`src/rtl/display_scan_ctrl_if.sv`:
```
// Bundle of the scan controller's enable/data inputs and its digit-drive outputs.
// The master side feeds digits and enable; the slave side is the scan controller.
interface display_scan_ctrl_if;
   logic        en;
   logic [15:0] digits;
   logic [3:0]  blank;
   logic [1:0]  sel;
   logic [3:0]  an;
   logic [3:0]  bcd;
   logic        frame;

   modport master (
      output en, digits, blank,
      input  sel, an, bcd, frame
   );

   modport slave (
      input  en, digits, blank,
      output sel, an, bcd, frame
   );
endinterface

```
`src/rtl/display_scan_ctrl.sv`:
```
// Time-multiplexed scan controller for the 4-digit clock display.
// Each digit slot is a blanking interval followed by a show interval.
// Digits and blank mask are snapshotted once per frame so a frame never mixes
// old and new values. Every output is a register.
module display_scan_ctrl #(
   parameter int SHOW_CYC  = 1000,
   parameter int BLANK_CYC = 16
) (
   input  logic                clk,
   input  logic                rst_n,
   display_scan_ctrl_if.slave  bus
);

   localparam int MAX_CYC = (SHOW_CYC > BLANK_CYC) ? SHOW_CYC : BLANK_CYC;
   localparam int CNT_W   = (MAX_CYC > 1) ? $clog2(MAX_CYC) : 1;
   localparam logic [CNT_W-1:0] SHOW_LAST  = CNT_W'(SHOW_CYC - 1);
   localparam logic [CNT_W-1:0] BLANK_LAST = CNT_W'((BLANK_CYC > 0) ? BLANK_CYC - 1 : 0);
   localparam bit HAS_BLANK = (BLANK_CYC > 0);

   typedef enum logic [1:0] {
      IDLE  = 2'd0,
      BLANK = 2'd1,
      SHOW  = 2'd2
   } state_t;

   state_t           state, state_n;
   logic [CNT_W-1:0] cnt, cnt_n;
   logic [1:0]       sel, sel_n, sel_inc;
   logic [3:0]       an, an_n;
   logic [3:0]       bcd, bcd_n;
   logic             frame, frame_n;
   logic [15:0]      sdig, sdig_n;
   logic [3:0]       sblank, sblank_n;

   function automatic logic [3:0] digit_of(input logic [15:0] v, input logic [1:0] i);
      return v[{i, 2'b00} +: 4];
   endfunction

   function automatic logic [3:0] decode(input logic [1:0] i);
      return 4'b0001 << i;
   endfunction

   // Next-state and next-output logic; en low in a scanning state always wins and parks in IDLE.
   always_comb begin
      state_n  = state;
      cnt_n    = cnt;
      sel_n    = sel;
      an_n     = an;
      bcd_n    = bcd;
      frame_n  = 1'b0;
      sdig_n   = sdig;
      sblank_n = sblank;
      sel_inc  = sel + 2'd1;

      if (state != IDLE && !bus.en) begin
         state_n = IDLE;
         an_n    = '0;
         sel_n   = 2'd0;
         cnt_n   = '0;
      end else begin
         case (state)
            IDLE: begin
               an_n = '0;
               if (bus.en) begin
                  sdig_n   = bus.digits;
                  sblank_n = bus.blank;
                  frame_n  = 1'b1;
                  sel_n    = 2'd0;
                  bcd_n    = bus.digits[3:0];
                  cnt_n    = '0;
                  if (HAS_BLANK) begin
                     state_n = BLANK;
                  end else begin
                     state_n = SHOW;
                     an_n    = bus.blank[0] ? 4'b0000 : 4'b0001;
                  end
               end
            end
            BLANK: begin
               if (cnt == BLANK_LAST) begin
                  state_n = SHOW;
                  cnt_n   = '0;
                  an_n    = sblank[sel] ? 4'b0000 : decode(sel);
               end else begin
                  cnt_n = cnt + CNT_W'(1);
               end
            end
            SHOW: begin
               if (cnt == SHOW_LAST) begin
                  sel_n = sel_inc;
                  cnt_n = '0;
                  if (sel == 2'd3) begin
                     sdig_n   = bus.digits;
                     sblank_n = bus.blank;
                     frame_n  = 1'b1;
                  end
                  bcd_n   = digit_of(sdig_n, sel_inc);
                  state_n = HAS_BLANK ? BLANK : SHOW;
                  an_n    = (HAS_BLANK || sblank_n[sel_inc]) ? 4'b0000 : decode(sel_inc);
               end else begin
                  cnt_n = cnt + CNT_W'(1);
               end
            end
            default: begin
               state_n = IDLE;
               an_n    = '0;
            end
         endcase
      end
   end

   // State, counter, shadows and registered outputs; reset clears everything without a clock.
   always_ff @(posedge clk or negedge rst_n) begin
      if (!rst_n) begin
         state  <= IDLE;
         cnt    <= '0;
         sel    <= 2'd0;
         an     <= 4'd0;
         bcd    <= 4'd0;
         frame  <= 1'b0;
         sdig   <= 16'd0;
         sblank <= 4'd0;
      end else begin
         state  <= state_n;
         cnt    <= cnt_n;
         sel    <= sel_n;
         an     <= an_n;
         bcd    <= bcd_n;
         frame  <= frame_n;
         sdig   <= sdig_n;
         sblank <= sblank_n;
      end
   end

   assign bus.sel   = sel;
   assign bus.an    = an;
   assign bus.bcd   = bcd;
   assign bus.frame = frame;

endmodule

```
`src/flat_wrapper.sv`:
```
// flat-port wrapper written by rule: the top's interface ports become plain ports
module display_scan_ctrl_flat 
#(
   parameter int SHOW_CYC  = 1000,
   parameter int BLANK_CYC = 16
)
  (clk, rst_n, bus_en, bus_digits, bus_blank, bus_sel, bus_an, bus_bcd, bus_frame);
  display_scan_ctrl_if bus_i ();
  input  logic clk;
  input  logic rst_n;
  input wire logic [$bits(bus_i.en)-1:0] bus_en;
  input wire logic [$bits(bus_i.digits)-1:0] bus_digits;
  input wire logic [$bits(bus_i.blank)-1:0] bus_blank;
  output wire logic [$bits(bus_i.sel)-1:0] bus_sel;
  output wire logic [$bits(bus_i.an)-1:0] bus_an;
  output wire logic [$bits(bus_i.bcd)-1:0] bus_bcd;
  output wire logic [$bits(bus_i.frame)-1:0] bus_frame;
  assign bus_i.en = bus_en;
  assign bus_i.digits = bus_digits;
  assign bus_i.blank = bus_blank;
  assign bus_sel = bus_i.sel;
  assign bus_an = bus_i.an;
  assign bus_bcd = bus_i.bcd;
  assign bus_frame = bus_i.frame;
  display_scan_ctrl #(.SHOW_CYC(SHOW_CYC), .BLANK_CYC(BLANK_CYC)) u_core (.clk(clk), .rst_n(rst_n), .bus(bus_i));
endmodule
```
`config.mk`:
```
export PLATFORM = sky130hd
export DESIGN_NAME = display_scan_ctrl_flat
export DESIGN_NICKNAME = d
export VERILOG_FILES = /design/src/rtl/display_scan_ctrl_if.sv /design/src/rtl/display_scan_ctrl.sv /design/src/flat_wrapper.sv
export SDC_FILE = /design/constraint.sdc
export NUM_CORES = 1
export LEC_CHECK = 0
export CORE_UTILIZATION = 50
export DETAILED_ROUTE_END_ITERATION = 12
export HOLD_SLACK_MARGIN = 0.02
export PLACE_DENSITY = 0.74
export SYNTH_ARGS = -nofsm -noshare
export SYNTH_HDL_FRONTEND = slang
export SYNTH_SLANG_ARGS = --single-unit
```
`constraint.sdc`:
```
create_clock -name clk -period 5.1 [get_ports clk]
set_clock_uncertainty 0.1 [all_clocks]
set_input_delay 1.02 -clock clk [delete_from_list [all_inputs] [get_ports clk]]
set_output_delay 1.02 -clock clk [all_outputs]
set_load 0.02 [all_outputs]
```
# --- Word-level counts from Yosys, hierarchy flattened ---
# Index checks and enable logic that the tools add are counted.
word_totals:
  elab_cells: 78
  out_inout_bits: 11
  register_bits: 43
  input_bits: 23
op_classes:
  n_mux: 40
  n_eq_ne: 11
  addsub: 2
  magnitude_cmp: 1
  shift: 2
  n_bitwise: 1
  reduce_logical: 13
op_table:
  columns: ["op", "n"]
  rows:
  - ["$mux 16", 6]
  - ["$mux 10", 4]
  - ["$mux 4", 9]
  - ["$pmux 16 s2", 1]
  - ["$pmux 10 s3", 1]
  - ["$pmux 4 s2", 3]
  - ["$shiftx 16x5->4", 1]
  - ["$mux 2", 7]
  - ["$add 10x1->10 const B", 1]
  - ["$eq 10x10->1 const B", 1]
  - ["$eq 10x4->1 const B", 1]
  - ["$ne 3x1->1 const B", 2]
  - ["$pmux 2 s3", 1]
  - ["$reduce_and 3->1", 2]
  - ["$mux 1", 5]
  - ["$reduce_and 5->1", 1]
  - ["$eq 2x2->1 const B", 2]
  - ["$ne 2x1->1 const B", 2]
  - ["$pmux 2 s2", 1]
  - ["$reduce_and 2->1", 2]
  - ["$reduce_and 4->1", 1]
  - ["$reduce_bool 2->1", 2]
  - ["$reduce_bool 4->1", 1]
  - ["$shl 1x2->4 const A", 1]
  - ["12 further kinds", 12]

# --- Longest topological paths before layout ---
# Gate-level depths: netlist (run 1).
depth:
  ltp_word: 8
  depth_mapped: 8
  ltp_nobuf: 6

# --- Least setup slack after synthesis (run 1) ---
# No wires, ideal clock.
synth_timing:
  path_type: "reg2reg"
  from: "register u_core.sel[0], in the netlist u_core.bus.sel[0]"
  to: "register u_core.bcd[0], in the netlist u_core.bus.bcd[0]"
  path_slack_ns: 2.682
  required_time_ns: 4.875
  path_buffers: 2
  t_arrival_ns: 2.194
  period_less_slack_ns: 2.418
  setup_time_ns: 0.125
  stages_incl_launch_ff: 9
  cell_sequence: "dfrtp_1 clkbuf_1 inv_1 ha_1 clkbuf_1 mux4_2 nand2_1 a31oi_1 mux2_2"
synth_via:
  elab_chain_cells: 8
  word_cells_on_any_way: 9
  cone_classes: "add/sub: 1; eq/ne: 1; shift: 1; mux: 6"
synth_rtl:
  columns: ["element", "line", "text"]
  rows:
  - ["start, declared", "display_scan_ctrl.sv:28", "logic [1:0] sel, sel_n, sel_inc;"]
  - ["start signal, assigned", "display_scan_ctrl.sv:126", "sel <= sel_n;"]
  - ["$eq 2x2->1", "display_scan_ctrl.sv:92", "if (sel == 2'd3) begin"]
  - ["$mux 16", "display_scan_ctrl.sv:92", null]
  - ["$mux 16", "display_scan_ctrl.sv:89", "if (cnt == SHOW_LAST) begin"]
  - ["$mux 16", "display_scan_ctrl.sv:61", "case (state)"]
  - ["$mux 16", "display_scan_ctrl.sv:55", "if (state != IDLE && !bus.en) begin"]
  - ["$shiftx 16x5->4 (*)", "display_scan_ctrl.sv:36", "return v[{i, 2'b00} +: 4];"]
  - ["$mux 4 (*)", "display_scan_ctrl.sv:89", null]
  - ["$pmux 4 s2 (*)", "display_scan_ctrl.sv:61", null]
  - ["end signal, assigned", "display_scan_ctrl.sv:128", "bcd <= bcd_n;"]
  - ["end, declared", "display_scan_ctrl.sv:30", "logic [3:0] bcd, bcd_n;"]
# Mark *: on every way between the ends. The rest lies on a longest branch, timed or not. The select of a mux whose other input is x is not followed.
# A chain may end at the register's enable or synchronous reset.

# --- Worst setup path after layout (run 1) ---
layout_timing:
  from: "input bus_en"
  to: "register u_core.bcd[3], in the netlist u_core.bus.bcd[3]"
layout_via:
  elab_chain_cells: 4
  word_cells_on_any_way: 5
  cone_classes: "eq/ne: 1; bitwise: 1; reduce/logical: 3"
layout_rtl:
  columns: ["element", "line", "text"]
  rows:
  - ["start, declared", "flat_wrapper.sv:11", "input wire logic [$bits(bus_i.en)-1:0] bus_en;"]
  - ["$logic_not 1->1", "display_scan_ctrl.sv:55", null]
  - ["$logic_and 1x1->1", "display_scan_ctrl.sv:55", null]
  - ["$not 1->1 (no source line)", null, null]
  - ["$reduce_and 4->1 (no source line) (*)", null, null]
# Mark *: on every way between the ends. The rest lies on a longest branch, timed or not.

==> results of run 1 <==
[cell type report]
cell class | instances | area (um2)
repair buffers | 34 | 333
clock buffers | 5 | 68.8
well taps | 67 | 83.8
fillers | 414 | 1860
inverters | 5 | 18.8
clock inverters | 2 | 13.8
flip-flops and latches | 43 | 1080
multi-input cells | 155 | 1300
[sequential cells by signal, summed over array words and instances (netlist names)]
register	cells
u_core.bus.an	4
u_core.bus.bcd	4
u_core.bus.frame	1
u_core.bus.sel	2
u_core.cnt	10
u_core.sblank	4
u_core.sdig	16
u_core.state	2
[kinds of logic after synthesis]
family | count (synthesis) | share of synthesized area [%]
buf+inv | 20 | 4.19
xor+xnor | 5 | 1.77
mux | 33 | 19.1
simple gates | 74 | 15.6
flops | 43 | 43.4
fa+ha+maj | 10 | 4.95
compound gates | 33 | 11.0
[through the flow]
step	total power, W	hold WS (ns)	worst slack [ns]	std cells	cell area, um2
final	0.00109	0.406	2.20	311	2900
after floorplan	0.000769	0.374	2.68	218	2480
after global routing	0.00116	0.423	2.06	311	2900
after detailed placement	0.000893	0.391	1.90	304	2810
after global placement	0.000876	0.382	1.98	304	2810
after CTS	0.00110	0.410	2.21	311	2900
[Yosys cell counts (3+ instances only)]
master	instances	area [um2]
dfrtp_1	43	1080
nand2_1	26	97.6
mux2_2	24	270
nand3_1	13	65.1
ha_1	9	113
mux4_2	9	203
clkbuf_1	7	26.3
nand4_1	7	43.8
nor2_1	7	26.3
o21ai_0	7	35.0
inv_1	5	18.8
a22o_1	4	35.0
a31oi_1	4	25.0
buf_2	4	20.0
xnor2_1	4	35.0
a21o_1	3	22.5
and2_1	3	18.8
buf_6	3	33.8
[placed cells by master, fill, tap and decap left out, drive strengths merged, types with 3 or more instances in the layout]
cell	instances
dfrtp	43
nand2	26
and2	3
o21ai	8
clkbuf	5
inv	5
xnor2	4
a31oi	4
a21o	3
o31ai	3
mux4	9
nor2	7
ha	9
nand4	7
mux2	24
clkdlybuf4s50	32
a22o	4
nand3	13
[layer usage]
| metal | part of all wire, % | up-vias | GRT usage [%] |
|---|---|---|---|
| met4 | 1.2 | 0 | 7.63 |
| met1 | 48 | 869 | 30.3 |
| met2 | 47 | 40 | 32.1 |
| met3 | 3.5 | 4 | 4.03 |
| li1 | - | 854 | - |
| met5 | 0 | - | 0 |
[power breakdown]
group / switching [W] / internal, W / leakage (nW)
registers: 0.0000534 / 0.000437 / 0.541
logic: 0.000182 / 0.000209 / 0.564
clock network: 0.000114 / 0.0000937 / 0.0440
total: 0.000349 / 0.000740 / 1.15
[worst max path at each step]
stage	from	to	slack, ns	cells past startpoint
6_report	bus_en	u_core.bus.bcd[3]$_DFFE_PN0P_	2.20	4
3_3_place_gp	bus_en	u_core.bus.bcd[2]$_DFFE_PN0P_	1.98	4
2_1_floorplan	u_core.bus.sel[0]$_DFFE_PN0P_	u_core.bus.bcd[0]$_DFFE_PN0P_	2.68	8
3_5_place_dp	bus_en	u_core.bus.bcd[3]$_DFFE_PN0P_	1.90	4
5_1_grt	u_core.bus.sel[0]$_DFFE_PN0P_	u_core.sdig[8]$_DFFE_PN0P_	2.06	5
4_1_cts	bus_en	u_core.bus.bcd[1]$_DFFE_PN0P_	2.21	4
==> flow_summary.toml, run 1 <==
[sta]
tightest_slew_ns = 1.03
min_period_over_period_pct = 56.9
finalMaxSlewViolations = 0
hold_viol = 0
timing.fmax_mhz = 345
fin_tns_setup_ns = 0
maxSlewHeadroom_pct = 31.6
setup_violations = 0
rsz0062_at_grt = "no"
min_period_ns = 2.90

[setup_path]
start_kind = "input port"
cp_slowest_cell = "clkdlybuf4s50_1"
cp-end-kind = "register"
r2r_start = "u_core.bus.sel[0]$_DFFE_PN0P_"
cp_num_buf_inv = 1
rr_worst_depth = 5
cp.required_ns = 5.18
critPathKind = "in2reg"
cpPeakStageDelay_ns = 0.66
crit_family = "buffers and inverters"
r2r_slack_ns = 2.35
crit_chain = "clkdlybuf4s50_1 -> and2_1 -> a41oi_1 -> mux2_2"
worstReg2RegEnd = "u_core.sdig[7]$_DFFE_PN0P_"
cp_max_fo = 15
arrival_ns = 2.98

[placement]
gp_congestion = 0.815
port_buffers = 33
hpwl_um = 3570

[global_routing]
grt_pass1_wl_um = 8330
antenna_found_initial = 0
grt.total_usage_pct = 21.1
grt_overflow = 0
grt_max_degree = 44
first_global_vias = 1702

[clock_network]
cts_tree = "done"
clock_path_buffers = 2
cts_setup_buffers = 0
ctsHoldBuffers = 0
path_clk_slew_ns = 0.08
cts.sinks = 43
cts_resized = 0
h-tree-depth = 2
cts-root-buf = "clkbuf_8"
numCtsBuffers = 5
clock_latency_ns = 0.29

[power]
vdd_ir_drop_max_v = 0.000265
power.leakage_nw = 1.15
power_density_nw_per_um2 = 376

[cells_and_area]
nNetsFinal = 276
n_antenna_cell = 0
postLayoutCoreUtil_pct = 60.9
syn_to_final_growth_pct = 16.9
drive_gt1_share_pct = 21.3

[floorplanning]
initial_core_util_pct = 52.1
rows = 25
die_area_um2 = 5240
die_h_um = 72.4
die_w_um = 72.4
coreArea_um2 = 4750
ios = 34

[yosys]
synth_nets = 250
synth_warnings = 0
ys_ff_latch = 43
synthCells = 218
synth_cell_types = 47
synthesis.area_um2 = 2480
async_reset_ff_share_pct = 100
synth-seq-area-share_pct = 43.4
yosys_most_used_dff = "dfrtp_1"
synth_edf_count = 0
postSynthAreaPerCell_um2 = 11.4

[detailed_routing]
drc = 0
first_pass_iters = 4
detail-route-antenna-nets = 0
vias = 1767
drt_iter0_drc = 122
avgRoutedWirePerCell_um = 15.8
wl_um = 4930
viasPerCell = 5.68

[hold_path]
hold_path.class = "reg2reg"
hold_path_depth = 1
hold_start = "u_core.sdig[15]$_DFFE_PN0P_"
min_to = "u_core.sdig[15]$_DFFE_PN0P_"

[outcome]
status = "complete, no violations"

[flow_run]
max-cap-violations = 0
(Power assumes the default switching activity.)
==> run 2: changes to the inputs <==
clock period = 2.8 ns   (was 5.1 ns; I/O delays follow)
==> run 2 against run 1 <==
  * Total power up 96%
  * Non-clock buffer count rose by 10
  * Critical path depth up 1
  * Highest routed layer unchanged
  * Die area stayed put
  * Combinational power increased by 91%
  * Register-to-register slack got worse by 2.0 ns
  * Global-route usage rose by 1.3 points
  * Critical path type is now reg2reg
==> flow_summary.toml, run 2 (synthesis results as in run 1) <==
[sta]
hold_slack_ns = 0.300
fin_tns_setup_ns = 0
timing.fmax_mhz = 412
setup_violations = 0
rsz0062_at_grt = "no"
tightest_slew_ns = 1.03
maxSlewHeadroom_pct = 31.3
min_period_over_period_pct = 86.7
finalMaxSlewViolations = 0
hold_viol = 0
min_period_ns = 2.43

[clock_network]
path_clk_slew_ns = 0.09
clock_path_buffers = 2
cts-root-buf = "clkbuf_8"
cts_resized = 0
cts.sinks = 43
h-tree-depth = 2
cts_tree = "done"
numCtsBuffers = 5
cts_setup_buffers = 0
ctsHoldBuffers = 0
clock_latency_ns = 0.30

[cells_and_area]
syn_to_final_growth_pct = 21.1
reg_top3 = "u_core.sdig x16, u_core.cnt x10"
n_antenna_cell = 0
fillers = 405
postLayoutCoreUtil_pct = 63.1
nNetsFinal = 286
layout_common_cells = "dfrtp_1, clkdlybuf4s50_1, nand2_1, mux2_2, nand3_1"
final_common_cell = "dfrtp_1"
largest-register = "u_core.sdig"
drive_gt1_share_pct = 24.7
largest_register_ffs = 16
stdcell_area_um2 = 3000

[outcome]
status = "complete, no violations"

[setup_path]
r2r_slack_ns = 0.37
worstReg2RegEnd = "u_core.sdig[5]$_DFFE_PN0P_"
critPathKind = "reg2reg"
cp_num_buf_inv = 0
crit_family = "compound AO/OA/AOI/OAI gates"
cp_max_fo = 20
arrival_ns = 2.52
cp-end-kind = "register"
start_kind = "register"
cp_slowest_cell = "o21ai_2"
cp.required_ns = 2.89
rr_worst_depth = 5
cpPeakStageDelay_ns = 0.83
crit_chain = "ha_1 -> nand4b_1 -> nor4_2 -> o21ai_2 -> mux2_2"
r2r_start = "u_core.cnt[0]$_DFFE_PN0P_"

[flow_run]
max-cap-violations = 0

[power]
combPwrFrac_pct = 35.1
intPower_w = 0.00147
clockPowerShare_pct = 23.1
power.total_w = 0.00213
power.leakage_nw = 1.21
pwr-share-seq_pct = 41.9
switchingPower_w = 0.000666
power_density_nw_per_um2 = 710
netSwitchingFraction_pct = 31.2
vdd_ir_drop_max_v = 0.000420

[placement]
port_buffers = 33
gp_congestion = 0.834
place_area_um2 = 2890
hpwl_um = 3760

[floorplanning]
ios = 34
initial_core_util_pct = 52.1
die_w_um = 72.4
die_h_um = 72.4
rows = 25
die_area_um2 = 5240
coreArea_um2 = 4750

[detailed_routing]
first_pass_iters = 5
met1Wirelength_um = 2430
wl_met2_um = 2460
drc = 0
avgRoutedWirePerCell_um = 16.0
viasPerCell = 5.67
vias = 1827
wl_um = 5150
detail-route-antenna-nets = 0
top_layer = "met4"
drt_iter0_drc = 150
wl_met3_um = 180

[global_routing]
grt_overflow = 0
grt.total_usage_pct = 22.4
first_global_vias = 1790
grt_pass1_wl_um = 8940
antenna_found_initial = 0
grt_max_degree = 44

[hold_path]
hold_path.class = "in2async"
[run 2: how the worst max path moves through the flow]
stage / end / from / slack, ns / cells after the start
after floorplan: u_core.bus.bcd[0]$_DFFE_PN0P_ / u_core.bus.sel[0]$_DFFE_PN0P_ / 0.38 / 8
after global routing: u_core.sdig[14]$_DFFE_PN0P_ / u_core.cnt[0]$_DFFE_PN0P_ / 0.23 / 5
after CTS: u_core.sdig[5]$_DFFE_PN0P_ / u_core.cnt[0]$_DFFE_PN0P_ / 0.35 / 5
after detailed placement: u_core.sdig[5]$_DFFE_PN0P_ / u_core.cnt[0]$_DFFE_PN0P_ / 0.37 / 5
final: u_core.sdig[5]$_DFFE_PN0P_ / u_core.cnt[0]$_DFFE_PN0P_ / 0.37 / 5
after global placement: u_core.sdig[13]$_DFFE_PN0P_ / u_core.cnt[0]$_DFFE_PN0P_ / 0.38 / 5
[run 2: cell type report]
type                       instances  area [um2]  area share (%)
inverter                           5        18.8           0.625
timing repair buffer              44         408            13.6
tap                               67        83.8            2.79
clock inverter                     3        43.8            1.46
clock buffer                       5        68.8            2.29
multi-input combinational        155        1300            43.4
sequential                        43        1080            35.8
[run 2: power groups by stage]
stage	clock, W	combinational [W]	sequential (W)
floorplan	0	0.000482	0.000919
global placement	0	0.000737	0.000894
detailed placement	0	0.000749	0.000906
CTS	0.000500	0.000753	0.000892
global route	0.000529	0.000811	0.000916
finish	0.000492	0.000748	0.000893
[run 2: routing by layer]
layer / track usage (%) / vias up
met5: 0 / -
met4: 8.06 / 0
met3: 4.31 / 10
met2: 33.9 / 44
met1: 32.3 / 896
li1: - / 877
[run 2: per-stage QoR]
step | setup WS, ns | cells
floorplan | 0.382 | 218
global placement | 0.385 | 314
detailed placement | 0.370 | 314
CTS | 0.354 | 322
global route | 0.227 | 322
finish | 0.373 | 322
[run 2: worst reg2reg max path: stages, from the launching register on]
cell,delay (ns)
dfrtp_1,0.42
ha_1,0.28
nand4b_1,0.19
nor4_2,0.07
o21ai_2,0.83
mux2_2,0.43
